`src/rtl/vend_pkg.sv`:
```
`default_nettype none
// ============================================================================
// Module   : vend_pkg
// Purpose  : Shared types and constants for the change dispenser: the
//            controller state enum, change codes in 5c units, and coin values.
// Ports    : none (package)
// Revision : 1.0 - initial release
// ============================================================================
package vend_pkg;

  typedef enum logic [2:0] {
    ST_IDLE     = 3'd0,
    ST_VEND     = 3'd1,
    ST_SELECT   = 3'd2,
    ST_WAIT_ACK = 3'd3,
    ST_FAULT    = 3'd4
  } state_e;

  // Change codes carried on change_i, in 5c units.
  localparam logic [2:0] CHG_0  = 3'd0;
  localparam logic [2:0] CHG_5  = 3'd1;
  localparam logic [2:0] CHG_10 = 3'd2;
  localparam logic [2:0] CHG_15 = 3'd3;
  localparam logic [2:0] CHG_20 = 3'd4;

  // Coin values in 5c units.
  localparam logic [2:0] NICKLE_VAL = 3'd1;
  localparam logic [2:0] DIME_VAL   = 3'd2;

endpackage
`default_nettype wire

```
`src/rtl/coin_inventory.sv`:
```
`default_nettype none
// ============================================================================
// Module   : coin_inventory
// Purpose  : One coin-tube inventory counter. Loads INIT on reset or load_i,
//            counts down on dec_i, and never wraps below zero.
// Ports    : clk_i, rst_ni      - clock, async active-low reset
//            load_i             - synchronous reload to INIT (wins over dec_i)
//            dec_i              - remove one coin
//            cnt_o              - current count
//            nz_o               - count is nonzero
// Revision : 1.0 - initial release
// ============================================================================
module coin_inventory #(
  parameter int CNT_W = 4,
  parameter int INIT  = 8
) (
  input  logic             clk_i,
  input  logic             rst_ni,
  input  logic             load_i,
  input  logic             dec_i,
  output logic [CNT_W-1:0] cnt_o,
  output logic             nz_o
);

  localparam logic [CNT_W-1:0] INIT_V = INIT[CNT_W-1:0];

  logic [CNT_W-1:0] cnt_q;
  logic [CNT_W-1:0] cnt_d;

  always_comb begin
    cnt_d = cnt_q;
    if (load_i) begin
      cnt_d = INIT_V;
    end else if (dec_i && (cnt_q != '0)) begin
      cnt_d = cnt_q - 1'b1;
    end
  end

  always_ff @(posedge clk_i or negedge rst_ni) begin
    if (!rst_ni) begin
      cnt_q <= INIT_V;
    end else begin
      cnt_q <= cnt_d;
    end
  end

  assign cnt_o = cnt_q;
  assign nz_o  = (cnt_q != '0);

endmodule
`default_nettype wire

```
`src/rtl/change_dispenser.sv`:
```
`default_nettype none
// ============================================================================
// Module   : change_dispenser
// Purpose  : Releases a soda on each sale strobe, then pays the owed change
//            one coin at a time (dimes first, never overpaying) through a
//            request/acknowledge coin mechanism. Stalls in FAULT when stock
//            cannot cover the remainder until a refill arrives.
// Ports    : clk_i, rst_ni            - clock, async active-low reset
//            soda_i, change_i[2:0]    - sale strobe and change owed (5c units)
//            coin_ack_i               - coin ejected
//            refill_i                 - restock both tubes
//            vend_o                   - one-cycle soda release
//            nickle_o, dime_o         - coin eject requests
//            busy_o, fault_o, err_o   - status
//            nickle_cnt_o, dime_cnt_o - inventory counts
// Revision : 1.0 - initial release
// ============================================================================
module change_dispenser
  import vend_pkg::*;
#(
  parameter int NICKLE_INIT = 8,
  parameter int DIME_INIT   = 8,
  parameter int CNT_W       = 4
) (
  input  logic             clk_i,
  input  logic             rst_ni,
  input  logic             soda_i,
  input  logic [2:0]       change_i,
  input  logic             coin_ack_i,
  input  logic             refill_i,
  output logic             vend_o,
  output logic             nickle_o,
  output logic             dime_o,
  output logic             busy_o,
  output logic             fault_o,
  output logic             err_o,
  output logic [CNT_W-1:0] nickle_cnt_o,
  output logic [CNT_W-1:0] dime_cnt_o
);

  state_e     state_q, state_d;
  logic [2:0] rem_q, rem_d;     // change still owed, 5c units
  logic       coin_q, coin_d;   // coin being paid: 1 = dime, 0 = nickel
  logic       err_q, err_d;

  logic load;
  logic dec_nickle, dec_dime;
  logic nickle_nz, dime_nz;

  always_comb begin
    state_d    = state_q;
    rem_d      = rem_q;
    coin_d     = coin_q;
    load       = 1'b0;
    dec_nickle = 1'b0;
    dec_dime   = 1'b0;
    // A strobe is rejected when a sale is already running or the code is
    // out of range; either way err_o pulses in the following cycle.
    err_d      = soda_i && ((state_q != ST_IDLE) || (change_i > CHG_20));

    unique case (state_q)
      ST_IDLE: begin
        load = refill_i;
        if (soda_i) begin
          // Out-of-range codes still sell the soda, just with no change.
          rem_d   = (change_i > CHG_20) ? CHG_0 : change_i;
          state_d = ST_VEND;
        end
      end
      ST_VEND: begin
        load    = refill_i;
        state_d = ST_SELECT;
      end
      ST_SELECT: begin
        // Decision uses the counts as they stand this cycle; a concurrent
        // refill only takes effect from the next cycle.
        load = refill_i;
        if (rem_q == CHG_0) begin
          state_d = ST_IDLE;
        end else if ((rem_q >= DIME_VAL) && dime_nz) begin
          coin_d  = 1'b1;
          state_d = ST_WAIT_ACK;
        end else if (nickle_nz) begin
          coin_d  = 1'b0;
          state_d = ST_WAIT_ACK;
        end else begin
          state_d = ST_FAULT;
        end
      end
      ST_WAIT_ACK: begin
        if (coin_ack_i) begin
          rem_d      = rem_q - (coin_q ? DIME_VAL : NICKLE_VAL);
          dec_dime   = coin_q;
          dec_nickle = !coin_q;
          state_d    = ST_SELECT;
        end
      end
      ST_FAULT: begin
        if (refill_i) begin
          load    = 1'b1;
          state_d = ST_SELECT;
        end
      end
      default: begin
        state_d = ST_IDLE;
      end
    endcase
  end

  always_ff @(posedge clk_i or negedge rst_ni) begin
    if (!rst_ni) begin
      state_q <= ST_IDLE;
      rem_q   <= CHG_0;
      coin_q  <= 1'b0;
      err_q   <= 1'b0;
    end else begin
      state_q <= state_d;
      rem_q   <= rem_d;
      coin_q  <= coin_d;
      err_q   <= err_d;
    end
  end

  coin_inventory #(
    .CNT_W (CNT_W),
    .INIT  (NICKLE_INIT)
  ) u_nickle_inv (
    .clk_i  (clk_i),
    .rst_ni (rst_ni),
    .load_i (load),
    .dec_i  (dec_nickle),
    .cnt_o  (nickle_cnt_o),
    .nz_o   (nickle_nz)
  );

  coin_inventory #(
    .CNT_W (CNT_W),
    .INIT  (DIME_INIT)
  ) u_dime_inv (
    .clk_i  (clk_i),
    .rst_ni (rst_ni),
    .load_i (load),
    .dec_i  (dec_dime),
    .cnt_o  (dime_cnt_o),
    .nz_o   (dime_nz)
  );

  assign vend_o   = (state_q == ST_VEND);
  assign nickle_o = (state_q == ST_WAIT_ACK) && !coin_q;
  assign dime_o   = (state_q == ST_WAIT_ACK) && coin_q;
  assign busy_o   = (state_q != ST_IDLE);
  assign fault_o  = (state_q == ST_FAULT);
  assign err_o    = err_q;

endmodule
`default_nettype wire

```
`config.mk`:
```
export PLATFORM = sky130hd
export DESIGN_NAME = change_dispenser
export DESIGN_NICKNAME = d
export VERILOG_FILES = /design/src/rtl/vend_pkg.sv /design/src/rtl/coin_inventory.sv /design/src/rtl/change_dispenser.sv
export SDC_FILE = /design/constraint.sdc
export NUM_CORES = 1
export LEC_CHECK = 0
export CAP_MARGIN = 20
export CORE_MARGIN = 4
export CORE_UTILIZATION = 50
export DETAILED_ROUTE_END_ITERATION = 8
export PLACE_DENSITY = 0.87
export SYNTH_ARGS = -nofsm -noshare
export SYNTH_HDL_FRONTEND = slang
export SYNTH_HIERARCHICAL = 1
export SYNTH_SLANG_ARGS = --single-unit
```
`constraint.sdc`:
```
create_clock -name clk_i -period 2.35 [get_ports clk_i]
set_input_delay 0.235 -clock clk_i [delete_from_list [all_inputs] [get_ports clk_i]]
set_output_delay 0.235 -clock clk_i [all_outputs]
set_load 0.03 [all_outputs]
```
# Yosys cells after proc, flatten, opt, wreduce, memory -nomap -nowiden
# Index checks and enable logic that the tools add are counted.
# Widths: inputs -> output; s select.
totals:
  regBits: 16
  latchBits: 0
  mem_bits_rw: 0
  rom_bits: 0
  out_inout_bits: 14
  elab_cells: 64
  memories: 0
op_classes:
  n_addsub: 3
  multipliers: 0
  n_div: 0
  n_lt_le_gt_ge: 2
  n_eq_ne: 7
  shifts: 0
  n_mux: 24
  bitwise_logic: 1
  n_reduce_logical: 21
op_table:
  columns: ["cell", "count"]
  rows:
  - ["$mux 3", 9]
  - ["$mux 4", 4]
  - ["$pmux 3 s5", 1]
  - ["$reduce_and 3->1", 3]
  - ["$reduce_bool 2->1", 4]
  - ["$reduce_bool 4->1", 2]
  - ["$sub 4x1->4 const B", 2]
  - ["$mux 1", 7]
  - ["$eq 3x2->1 const B", 2]
  - ["$logic_and 1x1->1", 6]
  - ["$logic_not 3->1", 2]
  - ["$ne 2x2->1 const B", 3]
  - ["$pmux 3 s2", 1]
  - ["$eq 3x1->1 const B", 1]
  - ["$eq 3x3->1 const B", 1]
  - ["$ge 3x2->1 const B", 1]
  - ["$gt 3x3->1 const B", 1]
  - ["$reduce_bool 3->1", 1]
  - ["$reduce_or 3->1", 1]
  - ["$sub 3x2->3", 1]
  - ["$mux 2", 1]
  - ["$pmux 1 s2", 1]
  - ["$logic_not 1->1", 1]
  - ["$logic_or 1x1->1", 1]
  - ["$not 1->1", 1]

# Depth between registers and ports, before layout
logic_depth:
  ltp_word: 6
  ltp_mapped: 7

# Cells and area by module
# The synthesis kept the hierarchy.
modules_own_cells:
  columns: ["module", "instances", "cells_each", "area_each_um2"]
  rows:
  - ["change_dispenser", 1, 60, 596.8]
  - ["coin_inventory", 2, 24, 235.2]

# Worst setup path after synthesis
# OpenSTA, ideal clock, no wires.
synth_path:
  path_type: "register to register"
  from: "register state_q[2]"
  to: "register u_dime_inv.cnt_q[3], in the netlist u_dime_inv/cnt_o[3]"
  setup_time_ns: 0.082
  arrival_time_ns: 2.079
  required_ns: 2.268
  slack_ns: 0.189
  stages_incl_launch_ff: 7
  path_buffers: 1
  period_less_slack_ns: 2.161
  path_cell_list: "dfrtp_1 -> buf_6 -> nand3b_4 -> nor2_1 -> and2_1 -> or4b_4 -> a211o_1"
synth_via:
  elab_chain_cells: 4
  word_cells_on_any_way: 11
synth_rtl:
  columns: ["element", "line", "rtl"]
  rows:
  - ["from (decl)", "change_dispenser.sv:41", "state_e state_q, state_d;"]
  - ["from (signal assigned)", "change_dispenser.sv:117", "state_q <= state_d;"]
  - ["$eq 3x2->1", "change_dispenser.sv:61", "unique case (state_q)"]
  - ["$mux 1", "change_dispenser.sv:61", null]
  - ["net dec_dime", "change_dispenser.sv:47", "logic dec_nickle, dec_dime;"]
  - ["$logic_and 1x1->1", "coin_inventory.sv:34", "end else if (dec_i && (cnt_q != '0)) begin"]
  - ["$reduce_bool 2->1 (no line)", null, null]
  - ["to (signal assigned)", "coin_inventory.sv:43", "cnt_q <= cnt_d;"]
  - ["to (decl)", "coin_inventory.sv:27", "logic [CNT_W-1:0] cnt_q;"]
# The timed path passes the listed nets, and every way through them passes these cells.
# A chain may end at the register's enable or synchronous reset.

# Worst setup path after layout
layout_path:
  from: "register state_q[1]"
  to: "output nickle_o"
layout_via:
  elab_chain_cells: 2
layout_rtl:
  columns: ["element", "line", "rtl"]
  rows:
  - ["$eq 3x2->1", "change_dispenser.sv:149", "assign nickle_o = (state_q == ST_WAIT_ACK) && !coin_q;"]
  - ["$logic_and 1x1->1", "change_dispenser.sv:149", null]
  - ["to (decl)", "change_dispenser.sv:32", "output logic nickle_o,"]
# No other way between the ends.

==> metrics.cfg <==
[timing]
setup_viol = 0
finClkSkew_ns = 0.00423
worst_hold_slack_ns = 0.365
post-route-period-util_pct = 92.9
layout_setup_ws_ns = 0.166
min_period_ns = 2.18
max_slew_margin_pct = 52.3
maxSlewViolCount = 0
max_freq_mhz = 458
setup_tns_ns = 0
max_slew.worst_pin.slew_ns = 0.713
grt_setup_unrepaired = no
hold_viol_final = 0

[drt]
drt.antenna.violating_nets = 0
top_layer = met4
drtIter0Drc = 15
avgRoutedWirePerCell_um = 13.7
drt-total-wl_um = 2150
first_pass_iters = 5
dr_wl_met3_um = 144
viasPerCell = 5.52
vias = 867
drt-met1-wl_um = 884
wl_met2_um = 1110
drc_errors = 0

[synth]
yosysMostFrequentCell = dfrtp_1
synth_common_cells = dfrtp_1, nor2_1, inv_1
yosysTopAreaCell = dfrtp_1
synthFlopType = dfrtp_1
syn_nets = 122
ys_warn_count = 6
syn_avg_cell_area_sq_um = 9.88
synth_seq_cells = 16
synth_edf_count = 0
netlist_top_cells_area = dfrtp_1, mux2_2, ha_1
seq_area_frac_synth_pct = 37.7
syn_area_sq_um = 1070
synthDominantCellAreaShare_pct = 32.8
synth_cell_types = 34
async_reset_ff_share_pct = 100
syn-instance-count = 108

[pwr]
p_total_mw = 1.53
ir_drop_uv = 675
power_density_nw_per_um2 = 1160
power_leakage_nw = 0.545

[grt]
track_usage_pct = 16.3
grt_pass1_vias = 834
grt_pass1_wl_um = 3400
antenna_found_initial = 0
grt-ovfl-total = 0
grt_max_degree = 17

[setup_path]
cp_top_family = buffers and inverters
timing.rr.start = state_q[1]
cp.depth = 3
cp.arrival_ns = 1.95
cp_num_buf_inv = 1
crit_path_end = nickle_o
cp_max_fo = 14
worst-setup-path-type = reg2out
path_cells = nand3b_4 -> nor2_1 -> clkdlybuf4s50_1
cp-start-kind = flip-flop
cpPeakStageDelay_ns = 0.70
startpoint = state_q[1]
endpoint_kind = primary output
worstPathRequired_ns = 2.12
timing.rr.end = u_nickle_inv/cnt_o[3]
regToRegSetupSlack_ns = 0.38
cpMaxStageDelayCell = clkdlybuf4s50_1
worst-r2r-cell-count = 5

[die]
die-area_sq_um = 2940
rows = 16
start_util_pct = 53.3
die_x_um = 54.2
core_sq_um = 2000
ios = 22
die_h_um = 54.2

[placement]
dpl.hpwl_um = 1730
postPlaceCellArea_sq_um = 1280
port_buffers = 21
post-place-ws_ns = 0.411
dp_cells = 153
gp_congestion = 0.809

[layout]
final_area_sq_um = 1310
area_delta_synth_final_pct = 22.9
final_core_util_pct = 65.5
layout.nets = 145
n_antenna_cell = 0
layout-drive-gt1-share_pct = 13.8
instances_no_fill = 157

[clocking]
post-cts-setup-buffers = 0
hold_buffers = 0
cts_root_buffer = clkbuf_4
clock-sinks = 16
clkTransAtPathRegs_ns = 0.09
cts_buffers = 3
cts_tree = built
cts_resized = 0
clk_latency_ns = 0.29
cts_max_level = 1
clockBufferDepth = 2

[run_status]
outcome = complete, no violations

[run]
cap_violations = 0

[worst_hold_path]
hold_path.class = in2async

-- where the power goes --
| group | internal, mW | total, mW | switching, mW |
|---|---|---|---|
| clock network | 0.0661 | 0.151 | 0.0853 |
| registers | 0.374 | 0.506 | 0.132 |
| logic | 0.403 | 0.869 | 0.466 |
| total | 0.843 | 1.53 | 0.683 |
-- routing by layer --
| layer | track usage, % | vias up |
|---|---|---|
| met5 | 0 | - |
| met1 | 17.7 | 418 |
| met3 | 6.37 | 2 |
| li1 | - | 422 |
| met2 | 30.1 | 25 |
| met4 | 2.49 | 0 |
-- area by class of cell --
cell class                 instances  area (sq um)
fill                             166           691
multi-input combinational         79           601
sequential                        16           403
tap                               27          33.8
clock buffer                       4          26.3
inverter                          10          37.5
timing repair buffer              21           210
-- worst min-delay path by stage --
stage,start,to,slack (ns),cells past startpoint
finish,rst_ni,err_o,0.37,1
global placement,rem_q[0],rem_q[0],0.55,2
CTS,rst_ni,err_o,0.39,1
global route,rst_ni,state_q[0],0.41,1
floorplan,rst_ni,coin_q,-0.06,0
detailed placement,rem_q[0],rem_q[0],0.57,2
-- kinds of logic (layout without fill, tap and decap cells) --
| logic type | after synthesis | in the layout | share of synthesized area (%) |
|---|---|---|---|
| adders and majority gates | 6 | 6 | 7.74 |
| buffers and inverters | 13 | 35 | 5.98 |
| DFF | 16 | 16 | 37.7 |
| and+or+nand+nor | 45 | 45 | 25.1 |
| AOI/OAI and AO/OA | 19 | 19 | 14.3 |
| muxes | 9 | 9 | 9.14 |
-- flip-flops by register name, summed over array words and instances, names as in the netlist --
register	cells
u_dime_inv/cnt_o	4
u_nickle_inv/cnt_o	4
rem_q	3
state_q	3
coin_q	1
err_o	1
-- worst reg2reg max path, stage by stage (launching register included) --
cell and delay [ns]:
dfrtp_1 0.64, nand3b_4 0.16, nor2_1 0.16, and2_1 0.17, or4b_4 0.47, a211o_1 0.30
-- cell usage in the layout, fill, tap and decap left out, types with 3 or more instances in the layout --
cell / netlist / layout
clkbuf_4: 0 / 3
nand2b_1: 3 / 3
or3_1: 3 / 3
a21oi_1: 4 / 4
o21a_1: 5 / 5
dfrtp_1: 14 / 14
inv_1: 10 / 10
clkdlybuf4s50_1: 0 / 21
nor3_1: 3 / 3
nor3b_1: 3 / 3
mux2i_1: 3 / 3
mux2_2: 6 / 6
nor2_1: 13 / 13
ha_1: 5 / 5
nand2_1: 7 / 7
Note: power is estimated with default switching activity, not from simulation.
